`config.mk`:
```
export PLATFORM = sky130hd
export DESIGN_NAME = pc_sequencer
export DESIGN_NICKNAME = d
export VERILOG_FILES = /design/src/rtl/pc_sequencer.sv
export SDC_FILE = /design/constraint.sdc
export NUM_CORES = 1
export LEC_CHECK = 0
export BUFFER_PORTS_ARGS = -buffer_cell sky130_fd_sc_hd__buf_2
export CAP_MARGIN = 20
export CORE_UTILIZATION = 58
export DETAILED_ROUTE_END_ITERATION = 16
export PLACE_DENSITY = 0.82
export SLEW_MARGIN = 25
export SYNTH_ARGS = -nofsm -noshare
export SYNTH_HDL_FRONTEND = slang
export SYNTH_SLANG_ARGS = --single-unit
```
`constraint.sdc`:
```
create_clock -name i_clk -period 3.9 [get_ports i_clk]
set_input_delay 0 -clock i_clk [delete_from_list [all_inputs] [get_ports i_clk]]
set_output_delay 0 -clock i_clk [all_outputs]
set_load 0.005 [all_outputs]
```
`src/rtl/pc_sequencer.sv`:
```
// Fetch-stage PC sequencer: sequential/branch/RTI next-PC selection, stall hold and a
// drain-then-vector interrupt entry. Define PC_INT_PENDING_EN to latch requests that miss an edge.
module pc_sequencer #(
  parameter int unsigned             WIDTH            = 32,
  parameter logic [WIDTH-1:0]        RESET_VECTOR     = WIDTH'(32),
  parameter logic [WIDTH-1:0]        INT_VECTOR       = '0,
  parameter int unsigned             INT_DRAIN_CYCLES = 3
) (
  input  logic             i_clk,
  input  logic             i_reset,
  input  logic             i_stall,
  input  logic             i_long_instr,
  input  logic             i_branch_taken,
  input  logic [WIDTH-1:0] i_branch_target,
  input  logic             i_rti,
  input  logic             i_interrupt,
  output logic [WIDTH-1:0] o_pc,
  output logic [WIDTH-1:0] o_saved_pc,
  output logic             o_fetch_valid,
  output logic             o_int_ack
);

  localparam int unsigned CntW = (INT_DRAIN_CYCLES > 1) ? $clog2(INT_DRAIN_CYCLES) : 1;

  typedef enum logic [1:0] {StRun, StDrain, StVector} state_e;

  state_e            state_q, state_d;
  logic [WIDTH-1:0]  pc_q, pc_d;
  logic [WIDTH-1:0]  saved_q, saved_d;
  logic [CntW-1:0]   cnt_q, cnt_d;
  logic              ack_q, ack_d;
  logic [WIDTH-1:0]  npc;
  logic              int_req;
  logic              eligible;

`ifdef PC_INT_PENDING_EN
  logic pend_q, pend_d;
  assign int_req = i_interrupt | pend_q;
`else
  assign int_req = i_interrupt;
`endif

  // A branch overrides a stall, so a stalled branch may still take an interrupt.
  assign eligible = ~i_stall | i_branch_taken;

  always_comb begin
    if (i_branch_taken) begin
      npc = i_branch_target;
    end else if (i_rti) begin
      npc = saved_q;
    end else if (i_stall) begin
      npc = pc_q;
    end else begin
      npc = pc_q + (i_long_instr ? WIDTH'(2) : WIDTH'(1));
    end
  end

  always_comb begin
    state_d = state_q;
    pc_d    = pc_q;
    saved_d = saved_q;
    cnt_d   = cnt_q;
    ack_d   = 1'b0;
`ifdef PC_INT_PENDING_EN
    pend_d  = pend_q;
`endif
    case (state_q)
      StRun: begin
        if (int_req && eligible) begin
          saved_d = npc;
          cnt_d   = CntW'(INT_DRAIN_CYCLES - 1);
          state_d = StDrain;
`ifdef PC_INT_PENDING_EN
          pend_d  = 1'b0;
`endif
        end else begin
          pc_d = npc;
`ifdef PC_INT_PENDING_EN
          if (i_interrupt) pend_d = 1'b1;
`endif
        end
      end
      StDrain: begin
        if (cnt_q == '0) begin
          state_d = StVector;
        end else begin
          cnt_d = cnt_q - CntW'(1);
        end
`ifdef PC_INT_PENDING_EN
        if (i_interrupt) pend_d = 1'b1;
`endif
      end
      StVector: begin
        pc_d    = INT_VECTOR;
        ack_d   = 1'b1;
        state_d = StRun;
`ifdef PC_INT_PENDING_EN
        if (i_interrupt) pend_d = 1'b1;
`endif
      end
      default: state_d = StRun;
    endcase
  end

  always_ff @(posedge i_clk) begin
    if (i_reset) begin
      state_q <= StRun;
      pc_q    <= RESET_VECTOR;
      saved_q <= '0;
      cnt_q   <= '0;
      ack_q   <= 1'b0;
`ifdef PC_INT_PENDING_EN
      pend_q  <= 1'b0;
`endif
    end else begin
      state_q <= state_d;
      pc_q    <= pc_d;
      saved_q <= saved_d;
      cnt_q   <= cnt_d;
      ack_q   <= ack_d;
`ifdef PC_INT_PENDING_EN
      pend_q  <= pend_d;
`endif
    end
  end

  assign o_pc          = pc_q;
  assign o_saved_pc    = saved_q;
  assign o_int_ack     = ack_q;
  assign o_fetch_valid = (state_q == StRun);

endmodule
```
==> results of run 1 <==
-- sequential cells by signal, summed over array words and instances, names as in the netlist --
register	count
o_pc	32
o_saved_pc	32
cnt_q	2
o_int_ack	1
state_q	2
-- worst max path at each step --
stage                                  to  slack, ps  cells after the start
finish              o_pc[28]$_SDFFE_PP0P_        730                      8
floorplan           o_pc[28]$_SDFFE_PP0P_       1240                      8
global route        o_pc[28]$_SDFFE_PP0P_        570                      8
global placement    o_pc[28]$_SDFFE_PP0P_        970                      8
detailed placement  o_pc[28]$_SDFFE_PP0P_        830                      8
CTS                 o_pc[28]$_SDFFE_PP0P_        820                      8
-- layout make-up --
cell class	count	share of cell area [%]
tap	96	2.479
sequential	69	28.51
inverter	18	1.395
multi-input combinational	424	52.38
clock inverter	2	0.2066
timing repair buffer	111	11.83
clock buffer	12	3.202
-- worst max-delay path, cell delays in order, from the launching register on --
cell and delay [ps]:
dfxtp_1 380, ha_1 220, inv_1 70, fa_1 450, nor3b_1 520, nand2_1 390
or4_4 630, o31a_1 300, o22ai_1 140
-- cells by family (layout without fill, tap and decap cells) --
logic type / Yosys count / count (layout) / synth area share [%]
compound gates: 173 / 173 / 28.65
xor+xnor: 8 / 8 / 1.690
fa+ha+maj: 4 / 4 / 1.389
buf+inv: 61 / 143 / 5.614
flops: 69 / 69 / 33.32
mux: 5 / 5 / 1.268
simple gates: 234 / 234 / 28.07
-- cell usage after synthesis, types with 7 or more instances --
cell	number
a21oi_1	30
nor3_1	20
inv_1	17
o31ai_1	9
a211oi_1	9
dfxtp_1	69
nand4_1	8
o31a_1	8
a31oi_1	7
clkbuf_1	34
nor4_1	12
a311oi_1	7
nand2_1	71
nand3_1	18
nor2_1	52
o21ai_0	44
-- power breakdown --
part | internal (mW) | switching, mW | total [mW]
clock | 0.257 | 0.259 | 0.515
combinational | 0.155 | 0.204 | 0.359
sequential | 0.761 | 0.0672 | 0.829
total | 1.17 | 0.530 | 1.70
-- per-layer routing --
metal  vias up  global-route usage [%]  share of wire (%)
li1       2210                       -                  -
met1      2148                   45.93                 43
met2       266                   53.54                 46
met3        32                   5.048                9.3
met4         0                   12.42                1.7
met5         -                       0                  0
==> impl_metrics.py, run 1 <==
metrics = {
    "sta": {
        "report.final.slew_viol_count": 0,
        "setup_tns_ps": 0,
        "hold_slack_ps": 9.187,
        "finalSetupViolCount": 0,
        "slew-limit-headroom_pct": 37.63,
        "worst_slack_ps": 730.9,
        "min_period_ps": 3169,
        "fmaxAchievable_mhz": 315.6,
        "period_share_pct": 81.26,
        "rsz0062_at_grt": "false",
        "timing_worst_slew_pin_value_ps": 932.1,
        "clock_skew_ps": 7.745,
        "hold_viol": 0,
    },
    "final_layout": {
        "utilization_pct": 70.92,
        "regArea_mm2": 0.001381,
        "layout_commonest_cell": "buf_2",
        "fillCellCount": 591,
        "final_cell_area_mm2": 0.004845,
        "multi_input_area_mm2": 0.002537,
        "syn_to_final_growth_pct": 16.87,
        "drive_gt1_share_pct": 21.70,
        "nets": 676,
        "layout.cells.non_filler": 732,
        "antenna_cells": 0,
        "final_cell_mix": "buf_2, nand2_1, dfxtp_1, nor2_1, o21ai_0",
    },
    "global_route": {
        "grtUsageTotal_pct": 33.52,
        "grt_max_degree": 52,
        "overflow": 0,
        "antenna_found_initial": 0,
        "grt_pass1_wl_mm": 19.61,
        "grt_pass1_vias": 3996,
    },
    "drt": {
        "drtAntennaViolNets": 0,
        "viasPerCell": 6.361,
        "drtIter0Drc": 420,
        "detail_route.wl_per_cell_um": 16.92,
        "routed_wl_mm": 12.38,
        "dr.pass1.iters": 5,
        "route.detailed.drc": 0,
        "via_count": 4656,
    },
    "worst_setup_path": {
        "criticalPathCategory": "reg -> reg",
        "worstPathMaxFanout": 10,
        "critPathCaptureType": "flop",
        "regToRegSetupSlack_ps": 730,
        "r2r-end": "o_pc[28]$_SDFFE_PP0P_",
        "reg2regPathDepth": 8,
        "setup.worst_path.start": "o_pc[0]$_SDFFE_PP0P_",
        "critPathArrivalTime_ps": 3430,
        "cp.required_ps": 4160,
        "cp-start-kind": "flop",
        "reg2reg_from": "o_pc[0]$_SDFFE_PP0P_",
    },
    "worst_hold_path": {
        "min_to": "o_pc[9]$_SDFFE_PP0P_",
        "min_from": "i_branch_target[9]",
        "holdPathStages": 3,
        "hp-class": "in -> reg",
    },
    "pwr": {
        "p_leak_nw": 1.958,
        "power_density_mw_per_mm2": 351.5,
        "finalPower_mw": 1.703,
        "ir_drop_v": 0.0001596,
    },
    "floorplanning": {
        "dieArea_mm2": 0.007489,
        "die_x_um": 86.54,
        "boundaryPins": 105,
        "die_h_um": 86.54,
        "core-area_mm2": 0.006832,
        "rows": 30,
        "start_util_pct": 60.68,
    },
    "clock_network": {
        "cts.sinks": 69,
        "htree_levels": 3,
        "cts_setup_buffers": 0,
        "cts_buffers": 9,
        "root_buffer": "clkbuf_8",
        "cts_tree": "yes",
        "clockBufferDepth": 2,
        "cts_resized": 0,
        "clkTransAtPathRegs_ps": 70,
        "clk_latency_ps": 340,
        "cts_hold_buf": 0,
    },
    "status": {
        "status": "finished clean",
    },
    "place": {
        "dp_hpwl_mm": 8.335,
        "place_area_mm2": 0.004679,
        "place_ws_ps": 831.4,
        "numPortBuffers": 104,
        "dp.cells": 718,
        "routabilityCongestion": 0.8849,
    },
    "synth": {
        "postSynthCellCount": 554,
        "syn_area_mm2": 0.004145,
        "yosysUniqueCellTypes": 65,
        "netlist_top_cells_area": "dfxtp_1, nand2_1, o21ai_0",
        "yosysTopAreaCell": "dfxtp_1",
        "seq_area_frac_synth_pct": 33.32,
        "synth_area_per_cell_um2": 7.482,
        "syn_nets": 597,
        "async_flop_share_pct": 0,
        "synth-edff-count": 0,
        "synth_ff_type": "dfxtp_1",
        "ys_ff_latch": 69,
        "synth_warnings": 0,
        "synth_top_area_share_pct": 33.32,
    },
    "flow_run": {
        "maxCapViolCount": 0,
    },
}
Note: power is estimated with default switching activity, not from simulation.
==> run 2, diff against run 1 <==
--- a/config.mk
+++ b/config.mk
@@ -5,11 +5,12 @@
 export SDC_FILE = /design/constraint.sdc
 export NUM_CORES = 1
 export LEC_CHECK = 0
+export ABC_AREA = 1
 export BUFFER_PORTS_ARGS = -buffer_cell sky130_fd_sc_hd__buf_2
 export CAP_MARGIN = 20
-export CORE_UTILIZATION = 58
+export CORE_UTILIZATION = 49
 export DETAILED_ROUTE_END_ITERATION = 16
-export PLACE_DENSITY = 0.82
+export PLACE_DENSITY = 0.73
 export SLEW_MARGIN = 25
 export SYNTH_ARGS = -nofsm -noshare
 export SYNTH_HDL_FRONTEND = slang
==> constraint.sdc (replaced) <==
create_clock -name i_clk -period 2.85 [get_ports i_clk]
set_input_delay 0 -clock i_clk [delete_from_list [all_inputs] [get_ports i_clk]]
set_output_delay 0 -clock i_clk [all_outputs]
set_load 0.005 [all_outputs]
==> run 2 against run 1 <==
First-iteration DRC count is 38% lower. Clock power is 60% higher. Largest power group unchanged. Critical path depth rose by 5.
==> impl_metrics.py, run 2 <==
metrics = {
    "worst_setup_path": {
        "criticalPathCategory": "reg -> reg",
        "worstPathMaxFanout": 5,
        "reg2reg_from": "o_pc[0]$_SDFFE_PP0P_",
        "crit_end": "o_saved_pc[12]$_SDFFE_PP0P_",
        "cp.depth": 13,
        "critPathArrivalTime_ps": 2560,
        "cp-start-kind": "flop",
        "cp_common_cell": "nand2_1",
        "r2r-end": "o_saved_pc[12]$_SDFFE_PP0P_",
        "cp.required_ps": 3100,
        "reg2regPathDepth": 13,
        "slowest_stage": "fa_1",
        "critPathCaptureType": "flop",
        "path_cells": "ha_1 -> inv_1 -> fa_1 -> nor3_4 -> nand3_1 -> nor2_1 -> nand2_1 -> nand2_1 -> nand3_1 -> nand2_1 -> nand2_1 -> o21ai_1 -> inv_1",
        "critPathTopFamily": "simple AND/OR/NAND/NOR gates",
        "critPathMaxStageDelay_ps": 430,
        "setup.worst_path.start": "o_pc[0]$_SDFFE_PP0P_",
        "critPathBufInv": 2,
        "regToRegSetupSlack_ps": 540,
    },
    "clock_network": {
        "root_buffer": "clkbuf_8",
        "cts_resized": 0,
        "htree_levels": 3,
        "cts.sinks": 69,
        "clkTransAtPathRegs_ps": 70,
        "clockBufferDepth": 2,
        "clk_latency_ps": 350,
        "cts_tree": "yes",
        "cts_buffers": 9,
    },
    "final_layout": {
        "syn_to_final_growth_pct": 24.36,
        "layout.cells.non_filler": 921,
        "regArea_mm2": 0.001381,
        "multi_input_area_mm2": 0.002382,
        "final_cell_area_mm2": 0.005301,
        "antenna_cells": 0,
        "drive_gt1_share_pct": 18.63,
        "layout_commonest_cell": "nand2_1",
        "final_cell_mix": "nand2_1, buf_2, a21oi_1, inv_1, dfxtp_1",
        "fillCellCount": 798,
        "nets": 855,
    },
    "synth": {
        "netlist_top_cells_area": "dfxtp_1, nand2_1, a21oi_1",
        "syn_area_mm2": 0.004263,
        "postSynthCellCount": 693,
        "synth_ff_type": "dfxtp_1",
        "seq_area_frac_synth_pct": 32.40,
        "yosysTopAreaCell": "dfxtp_1",
        "synth_top_area_share_pct": 32.40,
        "yosysMostFrequentCell": "nand2_1",
        "async_flop_share_pct": 0,
        "syn_nets": 736,
        "synth-edff-count": 0,
        "yosysUniqueCellTypes": 37,
        "synth_warnings": 0,
        "synthTopCellsByCount": "nand2_1, a21oi_1, inv_1",
        "synth_area_per_cell_um2": 6.151,
        "ys_ff_latch": 69,
    },
    "worst_hold_path": {
        "hp-class": "in -> reg",
    },
    "global_route": {
        "grtUsageTotal_pct": 28.50,
        "grt_max_degree": 57,
        "grt_pass1_vias": 4251,
        "overflow": 0,
        "grt_pass1_wl_mm": 20.02,
        "antenna_found_initial": 0,
    },
    "flow_run": {
        "maxCapViolCount": 0,
    },
    "drt": {
        "route.detailed.drc": 0,
        "detail_route.wl_per_cell_um": 13.39,
        "dr.pass1.iters": 5,
        "routed_wl_mm": 12.33,
        "drtIter0Drc": 260,
        "viasPerCell": 5.232,
        "via_count": 4819,
        "drtAntennaViolNets": 0,
    },
    "floorplanning": {
        "rows": 33,
        "core-area_mm2": 0.008299,
        "dieArea_mm2": 0.009076,
        "die_x_um": 95.27,
        "start_util_pct": 51.36,
        "boundaryPins": 105,
        "die_h_um": 95.27,
    },
    "pwr": {
        "pwr-share-clk_pct": 32.9,
        "p_leak_nw": 2.605,
        "p_comb_share_pct": 21.7,
        "power_density_mw_per_mm2": 472.0,
        "sequentialPowerShare_pct": 45.4,
        "finalPower_mw": 2.502,
        "ir_drop_v": 0.0002251,
        "p_sw_uw": 779.7,
        "power.internal_mw": 1.722,
        "swShare_pct": 31.16,
    },
    "sta": {
        "fmaxAchievable_mhz": 433.5,
        "finalSetupViolCount": 0,
        "slew-limit-headroom_pct": 58.71,
        "timing_worst_slew_pin_value_ps": 617.4,
        "worst_slack_ps": 543.4,
        "period_share_pct": 80.93,
        "min_period_ps": 2307,
        "setup_tns_ps": 0,
        "rsz0062_at_grt": "false",
        "report.final.slew_viol_count": 0,
        "clock_skew_ps": 7.824,
        "hold_viol": 0,
    },
    "place": {
        "routabilityCongestion": 0.9081,
        "dp.cells": 878,
        "dp_hpwl_mm": 8.553,
        "place_ws_ps": 572.9,
        "numPortBuffers": 104,
        "place_area_mm2": 0.004828,
    },
    "status": {
        "status": "finished clean",
    },
}
[run 2: cell count changes after synthesis, sizes merged, moves of 11 or more]
cell and delta:
nand3 +18, nor4 -11, a21oi +60, clkbuf -13
nor3 -17, nand2 +157, inv +75
[run 2: area by class of cell]
| class | instances | area share (%) |
|---|---|---|
| multi-input combinational | 498 | 44.94 |
| sequential | 69 | 26.06 |
| timing repair buffer | 140 | 16.24 |
| inverter | 94 | 6.656 |
| clock buffer | 14 | 3.068 |
| tap | 105 | 2.478 |
| clock inverter | 1 | 0.5664 |
[run 2: metrics by stage]
stage / hold WS, ps / utilization [%]
finish: 17.04 / 63.88
global placement: 297.2 / 58.18
global route: 39.97 / 63.88
detailed placement: 315.6 / 58.18
floorplan: 187.6 / -
CTS: 3.005 / 63.88
[run 2: kinds of logic (layout without fill, tap and decap cells)]
kind of cell / count (synthesis) / after routing / share of synthesized area (%)
xor gates and xnor gates: 11 / 11 / 2.260
DFF: 69 / 69 / 32.40
and+or+nand+nor: 330 / 330 / 33.26
adders and majority gates: 4 / 4 / 1.350
AOI/OAI and AO/OA: 153 / 153 / 18.93
buffers and inverters: 126 / 249 / 11.80
[run 2: how the worst min path moves through the flow]
stage / from / slack, ps / end / cells past startpoint
after floorplan: i_branch_target[10] / 190 / o_saved_pc[10]$_SDFFE_PP0P_ / 2
final: i_branch_target[3] / 20 / o_saved_pc[3]$_SDFFE_PP0P_ / 4
after global placement: i_branch_target[10] / 300 / o_saved_pc[10]$_SDFFE_PP0P_ / 3
after detailed placement: i_branch_target[14] / 320 / o_saved_pc[14]$_SDFFE_PP0P_ / 5
after global routing: i_branch_target[28] / 40 / o_saved_pc[28]$_SDFFE_PP0P_ / 5
after CTS: i_branch_target[13] / 3 / o_saved_pc[13]$_SDFFE_PP0P_ / 5
[run 2: worst min-delay path: stages]
cell and delay [ps]:
buf_2 70, or2_2 100, nand2_1 50, a21oi_1 110
[run 2: power groups by stage]
stage / Combinational [mW] / Clock (mW) / Sequential, mW
finish: 0.543 / 0.823 / 1.14
floorplan: 0.325 / 0 / 1.14
detailed placement: 0.509 / 0 / 1.15
global route: 0.615 / 0.870 / 1.15
global placement: 0.497 / 0 / 1.15
CTS: 0.540 / 0.833 / 1.13
[run 2: metal layers]
| metal | GRT usage [%] | up-vias | part of all wire [%] |
|---|---|---|---|
| met5 | 0 | - | 0 |
| met4 | 13.01 | 0 | 2.4 |
| met3 | 4.306 | 24 | 7.1 |
| met2 | 44.23 | 185 | 44 |
| met1 | 38.77 | 2173 | 46 |
| li1 | - | 2437 | - |
[run 2: what timing repair did]
item | 4_1_cts | 5_1_grt
hold endpoints to repair | 40 | 0
hold buffers | 28 | 0
setup buffers | 0 | 0
